File: config.mk
export PLATFORM = sky130hd
export DESIGN_NAME = gci_irq_arbiter
export DESIGN_NICKNAME = d
export VERILOG_FILES = /design/src/rtl/gci_irq_arbiter.sv
export SDC_FILE = /design/constraint.sdc
export NUM_CORES = 1
export LEC_CHECK = 0
export CELL_PAD_IN_SITES_DETAIL_PLACEMENT = 2
export CELL_PAD_IN_SITES_GLOBAL_PLACEMENT = 2
export CORE_MARGIN = 2
export CORE_UTILIZATION = 35
export CTS_CLUSTER_DIAMETER = 30
export DETAILED_ROUTE_END_ITERATION = 7
export DONT_BUFFER_PORTS = 1
export PLACE_DENSITY_LB_ADDON = 0.1
export SYNTH_ARGS = -nofsm -noshare
export SYNTH_HDL_FRONTEND = slang
export SYNTH_SLANG_ARGS = --single-unit
export TNS_END_PERCENT = 5
File: constraint.sdc
create_clock -name iCLOCK -period 8.5 [get_ports iCLOCK]
set_clock_uncertainty 0.2 [all_clocks]
set_input_delay 1.275 -clock iCLOCK [delete_from_list [all_inputs] [get_ports iCLOCK]]
set_output_delay 1.275 -clock iCLOCK [all_outputs]
set_load 0.01 [all_outputs]
File: src/rtl/gci_irq_arbiter.sv
`default_nettype none
// ---------------------------------------------------------------------------
// gci_irq_arbiter: GCI node IRQ arbiter (priority + round-robin) feeding a CPU IRQ FIFO.
// Optional GCI_IRQ_ARB_COALESCE_EN: suppress duplicate queue entries per node.
// Revision: 1.0
// ---------------------------------------------------------------------------
module gci_irq_arbiter #(
  parameter int P_DEPTH   = 4,
  parameter int P_DEPTH_N = 2
) (
  input  logic                 iCLOCK,
  input  logic                 iRESET_SYNC,
  input  logic                 iIRQ_CTRL_REQ,
  input  logic [1:0]           iIRQ_CTRL_ENTRY,
  input  logic                 iIRQ_CTRL_INFO_MASK,
  input  logic                 iIRQ_CTRL_INFO_VALID,
  input  logic                 iNODEINF_VALID,
  input  logic [31:0]          iNODE_PRIORITY,
  input  logic [3:0]           iNODE_IRQ,
  output logic [3:0]           oNODE_ACK,
  output logic                 oIRQ_BUSY,
  output logic                 oIRQ_VALID,
  output logic [5:0]           oIRQ_NUM,
  input  logic                 iIRQ_ACK,
  output logic [P_DEPTH_N:0]   oIRQ_COUNT
);

  localparam logic [P_DEPTH_N:0] C_FULL = (P_DEPTH_N+1)'(P_DEPTH);

  logic [3:0]           mask_q;
  logic [3:0]           valid_q;
  logic [3:0]           holdoff_q;
  logic [1:0]           rr_ptr_q;
  logic [5:0]           fifo_q [P_DEPTH];
  logic [P_DEPTH_N-1:0] wr_ptr_q;
  logic [P_DEPTH_N-1:0] rd_ptr_q;
  logic [P_DEPTH_N:0]   count_q;
  logic [P_DEPTH_N:0]   count_d;

  logic [3:0] w_elig;
  logic [1:0] w_idx;
  logic [1:0] w_winner;
  logic [7:0] w_best;
  logic [7:0] w_prio;
  logic       w_found;
  logic       w_full;
  logic       w_pop;
  logic       w_grant;
  logic       w_push;
  logic [5:0] w_num;

  assign w_elig = iNODE_IRQ & (~valid_q | mask_q) & ~holdoff_q;
  assign w_full = (count_q == C_FULL);
  assign w_pop  = iIRQ_ACK && (count_q != '0);
  assign w_num  = 6'(w_winner) + 6'd1;

  // Scan starts at rr_ptr; only a strictly larger priority displaces the
  // current pick, so the first equal-maximum node in scan order wins.
  always_comb begin
    w_winner = rr_ptr_q;
    w_best   = 8'd0;
    w_found  = 1'b0;
    w_idx    = rr_ptr_q;
    w_prio   = 8'd0;
    for (int k = 0; k < 4; k++) begin
      w_idx  = rr_ptr_q + 2'(k);
      w_prio = iNODE_PRIORITY[8*w_idx +: 8];
      if (w_elig[w_idx] && (!w_found || (w_prio > w_best))) begin
        w_found  = 1'b1;
        w_best   = w_prio;
        w_winner = w_idx;
      end
    end
  end

`ifdef GCI_IRQ_ARB_COALESCE_EN
  logic [3:0] inq_q;
  logic [3:0] inq_d;
  logic [3:0] w_pop_clr;
  logic [3:0] w_inq_eff;
  logic       w_coal;

  always_comb begin
    w_pop_clr = 4'b0000;
    for (int n = 0; n < 4; n++) begin
      w_pop_clr[n] = w_pop && (oIRQ_NUM == 6'(n + 1));
    end
  end

  // A flag whose entry leaves the FIFO this cycle no longer blocks a push.
  assign w_inq_eff = inq_q & ~w_pop_clr;
  assign w_coal    = w_inq_eff[w_winner];
  assign w_grant   = !iRESET_SYNC && iNODEINF_VALID && w_found && (!w_full || w_coal);
  assign w_push    = w_grant && !w_coal;
  assign inq_d     = w_inq_eff | (w_push ? oNODE_ACK : 4'b0000);

  always_ff @(posedge iCLOCK) begin
    if (iRESET_SYNC) begin
      inq_q <= 4'b0000;
    end else begin
      inq_q <= inq_d;
    end
  end
`else
  assign w_grant = !iRESET_SYNC && iNODEINF_VALID && w_found && !w_full;
  assign w_push  = w_grant;
`endif

  assign oNODE_ACK = w_grant ? (4'b0001 << w_winner) : 4'b0000;

  always_comb begin
    count_d = count_q;
    case ({w_push, w_pop})
      2'b10:   count_d = count_q + (P_DEPTH_N+1)'(1);
      2'b01:   count_d = count_q - (P_DEPTH_N+1)'(1);
      default: count_d = count_q;
    endcase
  end

  always_ff @(posedge iCLOCK) begin
    if (iRESET_SYNC) begin
      mask_q    <= 4'b0000;
      valid_q   <= 4'b0000;
      holdoff_q <= 4'b0000;
      rr_ptr_q  <= 2'd0;
      wr_ptr_q  <= '0;
      rd_ptr_q  <= '0;
      count_q   <= '0;
      for (int i = 0; i < P_DEPTH; i++) begin
        fifo_q[i] <= 6'd0;
      end
    end else begin
      if (iIRQ_CTRL_REQ) begin
        mask_q[iIRQ_CTRL_ENTRY]  <= iIRQ_CTRL_INFO_MASK;
        valid_q[iIRQ_CTRL_ENTRY] <= iIRQ_CTRL_INFO_VALID;
      end
      // One-cycle holdoff gives the acked node time to drop its level.
      holdoff_q <= oNODE_ACK;
      if (w_grant) begin
        rr_ptr_q <= w_winner + 2'd1;
      end
      if (w_push) begin
        fifo_q[wr_ptr_q] <= w_num;
        wr_ptr_q         <= wr_ptr_q + P_DEPTH_N'(1);
      end
      if (w_pop) begin
        rd_ptr_q <= rd_ptr_q + P_DEPTH_N'(1);
      end
      count_q <= count_d;
    end
  end

  assign oIRQ_VALID = (count_q != '0);
  assign oIRQ_NUM   = fifo_q[rd_ptr_q];
  assign oIRQ_COUNT = count_q;
  assign oIRQ_BUSY  = !iNODEINF_VALID || w_full;

endmodule
`default_nettype wire

==> impl_results.md <==
- Status: finished, violations left
- Failing checks: negative setup slack
- CTS tree: yes
- Cell depth of the worst setup path: 32
- Fraction of layout instances using a drive strength above 1: about 36%
- Top cells by area, synth: dfxtp_1 (13%), ha_1 (10%), edfxtp_1 (10%)
- Critical path's slowest cell: a211o_1
- Critical path type: in2out
- # nets final: between 500 and 600
- Overflow after GRT: 0
- Critical path launch point type: input pin
- Ys async rst share: 0%
- Period utilization: 107%
- Endpoint class of the critical path: output port
- FF-to-FF Start: rr_ptr_q[0]
- Routability Congestion: 0.836
- FMAX: 110 MHz
- Gr usage total: 22.1%
- Die area: 11100 um^2
- Hold Crit Class: reg2reg
- Met2 Resource Use GR: 41.2%
- Cell mode on critical path: buf_4
- Hold_buf cts: 0
- WP data arrival: 7.61 ns
- Post-route ant nets: 0
- Register area share after synthesis: a little under a quarter
- Pwr dens: 463 nW/um^2
- Layout area overhead: 28.7%
- Post-synthesis instance area: 3580 um^2
- H-tree levels: 2
- Fin worst setup slack: -0.586 ns
- # DRC: 0
- Mean Syn Cell Area: 8.67 um^2
- Slew Limit Fails: 0
- Diodes inserted: 0
- Setup crit start: iNODE_IRQ[1]
- Io pins: 60
- Leading area contributor after synthesis: dfxtp_1
- Power, Total: 0.00213 W
- Pin count of the biggest net entering global routing: 29
- DP HPWL: roughly 8900 um
- Routed vias/inst: approximately 5.7
- Max-Slew Margin vs Limit: 48.5%
- Met3 usage: around 2.9%
- Crit path buf inv count: 6
- Endpoints failing hold: 0
- Reg-to-Reg End: fifo_q[2][2]
- Ys flop type: dfxtp_1
- Core box area: 9860 um^2
- First-pass GRT wire length: 19500 um
- Initial DRC count: 124
- I/O Buffers: 0
- Crit Path Max Fanout: 8
- Die Wd: between 100 and 150 um
- EDFF count, synth: 12
- TritonCTS Buffers: 5
- VDD IR max: 0.253 mV
- Initial core utilization: between 30% and 40%
- Tmin final: 9.09 ns
- GR peak layer: met2
- WP data required: 7.03 ns
- Cell count of the worst reg-to-reg path: 33
- CTS max path bufs: 2
- Die Y: ~110 um
- Max stage delay on crit path: 0.39 ns
- Syn Inst Count: 413
- Number of synthesized register bits: 35
- 1st-pass router iterations: 6
- Clock root buffer: clkbuf_8
- Hold_ws: 0.272 ns
- Global routing usage on met1: a little over a quarter
- Final setup TNS: -2.28 ns
- Num rows: 36
- Critical path destination: oNODE_ACK[3]
- Clk pin slew, worst setup/hold paths: about 0.06 ns
- Vias in the first global route: 3635
- Max Cap Violations: 0
- Cell family with most CP delay: compound AO/OA/AOI/OAI gates
- R2R Setup Slk: a little under 1 ns
- Drt wl/cell: 22.6 um
- Leakage: around 1.8 nW
- Routed WL: 13400 um
- Most frequent cell after synthesis: nor2_1
- Synth top area share: 12.9%
- Unrepaired setup endpoints after global routing: yes
- CTS sink cnt: 35
- Routed via count: 3356
- Ys Warns: 0
- Slew @ Worst Pin: 0.771 ns
- Synth unique cells: between 50 and 60
- Clock latency on the worst-skew pair: 0.30 ns
- Number of setup violations in the final report: 4
- Initial antenna violation count: 0
- Commonest cells post-synth: nor2_1 (48), a21oi_1 (37), mux2i_1 (34)
- Setup WS pre-CTS: -0.670 ns
[layer usage]
metal | part of all wire [%] | vias up
li1 | - | 1588
met2 | 54 | 65
met5 | 0 | -
met4 | 1.6 | 0
met1 | 42 | 1690
met3 | 3.1 | 13
[final cells by class]
| cell class | count | area, um^2 |
|---|---|---|
| Sequential cell | 35 | 823 |
| Inverter | 16 | 60.1 |
| Tap cell | 133 | 166 |
| Fill cell | 1041 | 5260 |
| Multi-Input combinational cell | 340 | 2960 |
| Clock inverter | 1 | 30.0 |
| Clock buffer | 7 | 76.3 |
| Timing Repair Buffer | 60 | 485 |
[registers in the layout, summed over array words and instances (netlist names), named ones only]
signal,flops
wr_ptr_q,2
holdoff_q,4
mask_q,4
rr_ptr_q,2
oIRQ_COUNT,3
rd_ptr_q,2
fifo_q,12
valid_q,4
[stage by stage]
stage,instances,utilization [%],instance area (um^2)
floorplan,415,-,3600
CTS,581,43.4,4280
global route,592,46.7,4610
global placement,562,40.0,3950
detailed placement,562,40.0,3950
finish,592,46.7,4610
[power breakdown]
part	total (W)	internal, W	switching [W]
Sequential	0.000260	0.000218	0.0000427
Combinational	0.00172	0.000844	0.000873
Clock	0.000152	0.0000878	0.0000643
[worst min path at each step]
stage | startpoint | end | slack (ns) | depth (start not counted)
6_report | mask_q[0] | mask_q[0] | 0.27 | 2
4_1_cts | mask_q[0] | mask_q[0] | 0.28 | 2
5_1_grt | mask_q[0] | mask_q[0] | 0.32 | 2
3_5_place_dp | mask_q[0] | mask_q[0] | 0.27 | 2
2_1_floorplan | mask_q[0] | mask_q[0] | 0.25 | 2
3_3_place_gp | mask_q[0] | mask_q[0] | 0.25 | 2
[cells by family (layout without fill, tap and decap cells)]
| logic type | Yosys count | in the layout | synth area share, % |
|---|---|---|---|
| and+or+nand+nor | 142 | 142 | 20.8 |
| AOI/OAI and AO/OA | 95 | 96 | 17.9 |
| muxes | 62 | 62 | 20.8 |
| buffers and inverters | 41 | 84 | 5.03 |
| DFF | 35 | 35 | 22.9 |
| adders and majority gates | 30 | 30 | 10.7 |
| xor gates and xnor gates | 7 | 7 | 1.71 |
| other | 1 | 3 | 0.105 |
[worst reg2reg max path: cells and delay by family (launching register included)]
kind	cells	cell delay (ns)
AOI/OAI and AO/OA	13	2.93
buffers and inverters	7	1.30
adders and majority gates	4	0.95
muxes	1	0.26
DFF	1	0.53
and+or+nand+nor	8	1.11
[cell usage in the layout, fill, tap and decap left out, types with 12 or more instances in the layout]
cell,synthesis,routed
buf_4,4,53
a21oi_1,37,34
ha_1,29,16
mux2_2,20,16
nand2_1,22,21
dfxtp_1,23,21
inv_1,15,12
mux2i_1,34,29
edfxtp_1,12,12
and2_1,22,13
nor2_1,48,47
[timing repair]
| action | CTS | global route |
|---|---|---|
| resized for setup | 33 | 42 |
| pin swaps | 21 | 27 |
| endpoints found under the setup margin | 4 | 4 |
| cloned | 1 | 0 |
| endpoints found under the hold margin | 0 | 0 |
| buffers inserted | 10 | 12 |
Power figures use the tool's default switching activity.
